--- src/rtl/timing_controller.sv ---
// Instruction-cycle timing controller: sequences T0..T3 for the program counter
// and datapath, in free-run or single-step mode, until a halt or program end.
module timing_controller #(
  parameter int COUNT_WIDTH = 8
) (
  input  logic                   clk,
  input  logic                   reset,
  input  logic                   run,
  input  logic                   step,
  input  logic                   halt_req,
  input  logic                   pc_last,
  output logic [1:0]             Timing_Signal,
  output logic [3:0]             t_onehot,
  output logic                   cycle_active,
  output logic                   running,
  output logic                   halted,
  output logic [COUNT_WIDTH-1:0] instr_count
);

  typedef enum logic [1:0] {
    ST_IDLE,
    ST_RUN,
    ST_STEP,
    ST_HALTED
  } state_e;

  localparam logic [1:0] T3 = 2'b11;

  state_e                 state_q, state_d;
  logic [1:0]             t_q, t_d;
  logic                   halt_flag_q, halt_flag_d;
  logic                   step_prev_q, step_prev_d;
  logic                   armed_q, armed_d;
  logic [COUNT_WIDTH-1:0] count_q, count_d;
  logic                   cycle_active_q, cycle_active_d;
  logic                   running_q, running_d;
  logic                   halted_q, halted_d;
  logic [3:0]             t_onehot_q, t_onehot_d;

  logic step_rise;
  logic halt_seen;

  // The first edge after reset only primes the step history, so a step held
  // across reset release never looks like a fresh rising edge.
  assign step_rise = step & ~step_prev_q & armed_q;
  assign halt_seen = halt_flag_q | halt_req;

  always_comb begin
    // NOTE: every variable gets a default before the case so no path leaves
    // it unassigned; otherwise synthesis infers a latch.
    state_d     = state_q;
    t_d         = t_q;
    halt_flag_d = halt_flag_q;
    step_prev_d = step;
    armed_d     = 1'b1;
    count_d     = count_q;

    unique case (state_q)
      ST_IDLE: begin
        if (run) begin
          state_d     = ST_RUN;
          t_d         = 2'b00;
          halt_flag_d = 1'b0;
        end else if (step_rise) begin
          state_d     = ST_STEP;
          t_d         = 2'b00;
          halt_flag_d = 1'b0;
        end
      end

      ST_RUN, ST_STEP: begin
        halt_flag_d = halt_seen;
        if (t_q != T3) begin
          t_d = t_q + 2'd1;
        end else begin
          // End of an instruction cycle: count it, then pick the successor.
          count_d = (&count_q) ? count_q : count_q + COUNT_WIDTH'(1);
          t_d     = 2'b00;
          if (halt_seen || pc_last) begin
            state_d = ST_HALTED;
          end else if (state_q == ST_STEP || !run) begin
            state_d = ST_IDLE;
          end else begin
            halt_flag_d = 1'b0;
          end
        end
      end

      ST_HALTED: begin
        // Only reset leaves this state.
      end
    endcase

    cycle_active_d = (state_d == ST_RUN) || (state_d == ST_STEP);
    running_d      = (state_d == ST_RUN);
    halted_d       = (state_d == ST_HALTED);
    t_onehot_d     = cycle_active_d ? (4'b0001 << t_d) : 4'b0000;
  end

  // NOTE: sequential state uses non-blocking assignments so every flop samples
  // values from before the edge, independent of statement order.
  always_ff @(posedge clk or posedge reset) begin
    if (reset) begin
      state_q        <= ST_IDLE;
      t_q            <= 2'b00;
      halt_flag_q    <= 1'b0;
      step_prev_q    <= 1'b0;
      armed_q        <= 1'b0;
      count_q        <= '0;
      cycle_active_q <= 1'b0;
      running_q      <= 1'b0;
      halted_q       <= 1'b0;
      t_onehot_q     <= 4'b0000;
    end else begin
      state_q        <= state_d;
      t_q            <= t_d;
      halt_flag_q    <= halt_flag_d;
      step_prev_q    <= step_prev_d;
      armed_q        <= armed_d;
      count_q        <= count_d;
      cycle_active_q <= cycle_active_d;
      running_q      <= running_d;
      halted_q       <= halted_d;
      t_onehot_q     <= t_onehot_d;
    end
  end

  // t_q is forced to T0 whenever no cycle is live, so the PC never sees T3.
  assign Timing_Signal = t_q;
  assign t_onehot      = t_onehot_q;
  assign cycle_active  = cycle_active_q;
  assign running       = running_q;
  assign halted        = halted_q;
  assign instr_count   = count_q;

endmodule

--- config.mk ---
export PLATFORM = sky130hd
export DESIGN_NAME = timing_controller
export DESIGN_NICKNAME = d
export VERILOG_FILES = /design/src/rtl/timing_controller.sv
export SDC_FILE = /design/constraint.sdc
export NUM_CORES = 1
export LEC_CHECK = 0
export CAP_MARGIN = 20
export CORE_ASPECT_RATIO = 0.8
export CORE_MARGIN = 3
export CORE_UTILIZATION = 48
export CTS_CLUSTER_SIZE = 25
export DETAILED_ROUTE_END_ITERATION = 7
export PLACE_DENSITY = 0.8
export SYNTH_ARGS = -nofsm -noshare
export SYNTH_HDL_FRONTEND = slang
export SYNTH_SLANG_ARGS = --single-unit
--- constraint.sdc ---
create_clock -name clk -period 2.75 [get_ports clk]
set_input_delay 0.275 -clock clk [delete_from_list [all_inputs] [get_ports clk]]
set_output_delay 0.275 -clock clk [all_outputs]
set_load 0.02 [all_outputs]
# Word-level counts from Yosys, hierarchy flattened
# Index checks and enable logic that the tools add are counted.
dict set report op_classes {
  addsub 2
  bitwise 6
  muxes 17
  shifts 1
  n_reduce_logical 10
  eq_ne 7
}
# cell n
set op_table {}
lappend op_table {{$mux W2} 8}
lappend op_table {{$add A8 B1 Y8 const B} 1}
lappend op_table {{$pmux W2 S2} 2}
lappend op_table {{$reduce_and A8 Y1} 1}
lappend op_table {{$eq A2 B2 Y1 const B} 3}
lappend op_table {{$mux W1} 5}
lappend op_table {{$eq A2 B1 Y1 const B} 2}
lappend op_table {{$mux W4} 1}
lappend op_table {{$shl A1 B2 Y4 const A} 1}
lappend op_table {{$logic_or A1 B1 Y1} 3}
lappend op_table {{$ne A3 B3 Y1 const B} 1}
lappend op_table {{$not A1 Y1} 3}
lappend op_table {{$reduce_and A3 Y1} 1}
lappend op_table {{$add A2 B1 Y2 const B} 1}
lappend op_table {{$and A1 B1 Y1} 2}
lappend op_table {{$logic_not A2 Y1} 1}
lappend op_table {{$ne A2 B2 Y1 const B} 1}
lappend op_table {{$pmux W1 S2} 1}
lappend op_table {{$reduce_and A2 Y1} 1}
lappend op_table {{$reduce_bool A2 Y1} 1}
lappend op_table {{$reduce_or A2 Y1} 1}
lappend op_table {{$logic_not A1 Y1} 1}
lappend op_table {{$or A1 B1 Y1} 1}
dict set report word_totals {
  regBits 22
  inputBits 6
  out_inout_bits 17
  wordCells 53
}

# Depth between registers and ports, before layout
dict set report depth {
  word_depth 9
  ltp_mapped 7
  depth_no_buf 7
}

# Worst setup path after synthesis
# No wires, ideal clock.
dict set report synth_timing {
  path_kind {reg-to-reg}
  start {register state_q[0]}
  end {register t_onehot_q[1], in the netlist t_onehot[1]}
  required_time_ns 2.664
  path_slack_ns 0.748
  path_buffers 0
  stages_incl_launch_ff 8
  setup_time_ns 0.086
  synth_period_minus_slack_ns 2.002
  t_arrival_ns 1.916
  cell_sequence {dfrtp_1 inv_1 ha_1 and3b_1 a2111oi_0 o22ai_1 ha_1 nor3_1}
}
dict set report synth_between {
  elab_chain_cells 9
  elab_cells_between_ends 17
  classes_between {4 x eq/ne; 1 x shift; 8 x mux; 4 x reduce/logical}
}
# element line
set synth_lines {}
lappend synth_lines {{from (decl)} 29} ;# state_e state_q, state_d;
lappend synth_lines {{from (signal assigned)} 115} ;# state_q <= state_d;
lappend synth_lines {{$eq A2 B2 Y1} {58, 81}}
lappend synth_lines {{$logic_or A1 B1 Y1} 81} ;# end else if (state_q == ST_STEP || !run) begin
lappend synth_lines {{$mux W2} 81}
lappend synth_lines {{$mux W2} 79} ;# if (halt_seen || pc_last) begin
lappend synth_lines {{$mux W2} 73} ;# if (t_q != T3) begin
lappend synth_lines {{$pmux W2 S2 *} 58} ;# unique case (state_q)
lappend synth_lines {{net state_d[0]} 29}
lappend synth_lines {{$eq A2 B1 Y1 or $eq A2 B2 Y1 (tied branches)} 94} ;# cycle_active_d = (state_d == ST_RUN) || (state_d == ST_STEP);
lappend synth_lines {{$logic_or A1 B1 Y1 *} 94}
lappend synth_lines {{$mux W4 *} 97} ;# t_onehot_d = cycle_active_d ? (4'b0001 << t_d) : 4'b0000;
lappend synth_lines {{net t_onehot_d[1]} 38} ;# logic [3:0] t_onehot_q, t_onehot_d;
lappend synth_lines {{to (signal assigned)} 124} ;# t_onehot_q <= t_onehot_d;
lappend synth_lines {{to (decl)} 38}
# Mark *: on every way through the listed nets, which the timed path passes. The rest lies on a longest branch.
# A chain may end at the register's enable or synchronous reset.

# Final worst setup path
dict set report layout_timing {
  start {register state_q[1]}
  end {register t_onehot_q[1], in the netlist t_onehot[1]}
}
# The elaborated chain is that of the path after synthesis.

==> flow_summary.ini <==
[power_and_ir_drop]
pwr_density_cell_mw_per_mm2 = 1080
ir_drop_mv = 0.772
p_switching_uw = 555
comb_power_share_pct = 48.6
p_seq_share_pct = 34.0
power_mw = 1.44
pwr-share-clk_pct = 17.3
p_int_uw = 885
switching_share_pct = 38.5
p_leak_nw = 0.640

[floorplan]
design.portCount = 23
coreArea_mm2 = 0.00196
die-height_um = 47.6
start_util_pct = 52.9
die-area_mm2 = 0.00276
rows = 14
fp.dieW_um = 58.0

[routing]
wire_per_inst_um = 14.7
via_per_inst = 5.33
drt-initial-drc-count = 19
vias = 730
wl_mm = 2.02
drt_pass1_iterations = 4
drc = 0
ant_nets = 0

[global_routing]
antenna_found_initial = 0
grtUsageTotal_pct = 17.1
first_global_vias = 742
grt_max_degree = 23
grt_first_pass_wirelength_mm = 3.40
grt.overflow.total = 0

[min_path]
hold_path.class = input pin to asynchronous set/reset pin

[logic_synthesis]
synth-simple-area-share_pct = 17.6
ys_warn_count = 0
synth_xor_area_share_pct = 3.37
syn_area_mm2 = 0.00104
synthesis.instances = 88
yosys_register_bits = 22
synth_nets = 100
synth_top_family_by_area = simple AND/OR/NAND/NOR gates
synth_cell_types = 35
yosysSeqAreaShare_pct = 53.0
syn-mean-instance-area_um2 = 11.8
synthMuxAreaShare_pct = 2.17
synth_fa_ha_area_share_pct = 7.23
synth_compound_area_share_pct = 11.9

[clock_tree]
clkTransAtPathRegs_ps = 130
cts_hold_buf = 0
postCtsSetupBuffers = 0
cts_made_buffers = 3
cts_resized = 0
cts_buffer_depth = 2
clock_sinks = 22
htreeDepth = 1
cts_tree = done
clk_latency_ps = 310
cts-root-buf = clkbuf_4

[setup_path]
path_buf_inv = 1
r2r_cells = 7
endpoint_kind = register
rrSetupSlack_ps = 460
required_ps = 2970
critPathTopFamily = adder cells
timing.rr.start = state_q[1]$_DFF_PP0_
start_kind = register
rr_endpoint = t_onehot[1]$_DFF_PP0_
crit_path_top_delay_cell = dfrtp_1
path_max_fanout = 7
cpMostUsedCell = ha_1
arrival_ps = 2510
crit_chain = inv_1, ha_1, and3b_1, a2111oi_0, o22ai_1, ha_1, nor3_1
max_stage_delay_ps = 390
crit_type = register to register

[sta]
fin_tns_setup_ps = 0
worstMarginPinSlew_ps = 799
period_share_pct = 83.1
finalMaxSlewViolations = 0
fmax_ghz = 0.437
skew_ps = 4.52
maxSlewHeadroom_pct = 46.7
period_minus_slack_ps = 2290
hold_viol_final = 0
report.final.setup_viol = 0
rsz0062_at_grt = false

[finish]
utilization_pct = 67.8
fin_cells = 137
syn2layout_area_growth_pct = 28.1
nets = 126
drive_gt1_share_pct = 11.5
final_cell_mix = dfrtp_1 (22), clkdlybuf4s50_1 (22), inv_1 (9)
antenna_cells = 0

[place]
placed_cells = 133
numPortBuffers = 22
gp_congestion = 0.779
dp_hpwl_mm = 1.56

[job]
cap_viol_max_count = 0

[outcome]
status = completed
## layer usage
metal	GRT usage (%)	wire (µm)	vias up
met2	26.6	958	19
li1	-	-	358
met4	5.09	13	0
met5	0	0	-
met1	21.9	903	351
met3	7.82	139	2
## stage by stage
step	setup slack, ps	area, µm²	hold WS [ps]
floorplan	748	1040	264
global placement	567	1280	483
finish	464	1330	402
CTS	439	1330	426
detailed placement	465	1280	484
global route	288	1330	455
## power by group through the flow
stage	clock [mW]	combinational, mW	sequential (mW)
detailed placement	0	0.703	0.496
finish	0.249	0.701	0.490
global route	0.266	0.775	0.502
global placement	0	0.671	0.493
floorplan	0	0.359	0.583
CTS	0.255	0.708	0.490
## cell type report
| cell class | count | area, µm² |
|---|---|---|
| clock inverters | 1 | 30.0 |
| inverters | 9 | 33.8 |
| fillers | 177 | 632 |
| clock buffers | 3 | 22.5 |
| flip-flops and latches | 22 | 551 |
| well taps | 24 | 30.0 |
| repair buffers | 22 | 220 |
| multi-input cells | 56 | 443 |
## sequential cells by signal, indices dropped and copies added, names as in the netlist
| name | cells |
|---|---|
| halted | 1 |
| cycle_active | 1 |
| instr_count | 8 |
| t_onehot | 4 |
| armed_q | 1 |
| state_q | 2 |
| halt_flag_q | 1 |
| step_prev_q | 1 |
| running | 1 |
| Timing_Signal | 2 |
## cells in the mapped netlist, drive strengths merged
| cell type | count | area (µm²) |
|---|---|---|
| and3b | 1 | 8.76 |
| and3 | 3 | 20.0 |
| xor2 | 3 | 26.3 |
| nor3b | 1 | 7.51 |
| a21o | 1 | 7.51 |
| ha | 6 | 75.1 |
| a21oi | 4 | 23.8 |
| buf | 1 | 11.3 |
| mux2 | 2 | 22.5 |
| o311a | 1 | 10.0 |
| nor2b | 4 | 25.0 |
| inv | 9 | 33.8 |
| nand3 | 3 | 15.0 |
| o22a | 2 | 17.5 |
| nor3 | 6 | 46.3 |
| o22ai | 1 | 6.26 |
| nor4 | 1 | 6.26 |
| nor2 | 2 | 7.51 |
| o21a | 1 | 7.51 |
| and2 | 1 | 8.76 |
| a2111oi | 1 | 8.76 |
| nand2 | 3 | 11.3 |
| nand3b | 1 | 7.51 |
| conb | 1 | 3.75 |
| dfrtp | 22 | 551 |
| a41oi | 1 | 8.76 |
| nand2b | 1 | 6.26 |
| xnor2 | 1 | 8.76 |
| a41o | 1 | 21.3 |
| a22oi | 1 | 12.5 |
| nand4 | 2 | 12.5 |
## kinds of logic (layout without fill, tap and decap cells)
family                     after synthesis  after routing
buffers and inverters                   10             35
and+or+nand+nor                         29             29
xor gates and xnor gates                 4              4
DFF                                     22             22
AOI/OAI and AO/OA                       14             14
muxes                                    2              2
other                                    1              1
adders and majority gates                6              6
## worst max path at each step
| stage | depth (start not counted) | start | end |
|---|---|---|---|
| final | 7 | state_q[1]$_DFF_PP0_ | t_onehot[1]$_DFF_PP0_ |
| after global routing | 7 | state_q[1]$_DFF_PP0_ | t_onehot[1]$_DFF_PP0_ |
| after CTS | 7 | state_q[0]$_DFF_PP0_ | t_onehot[1]$_DFF_PP0_ |
| after detailed placement | 7 | state_q[0]$_DFF_PP0_ | t_onehot[1]$_DFF_PP0_ |
| after global placement | 7 | state_q[0]$_DFF_PP0_ | t_onehot[3]$_DFF_PP0_ |
| after floorplan | 7 | state_q[0]$_DFF_PP0_ | t_onehot[1]$_DFF_PP0_ |
Power figures use the tool's default switching activity.
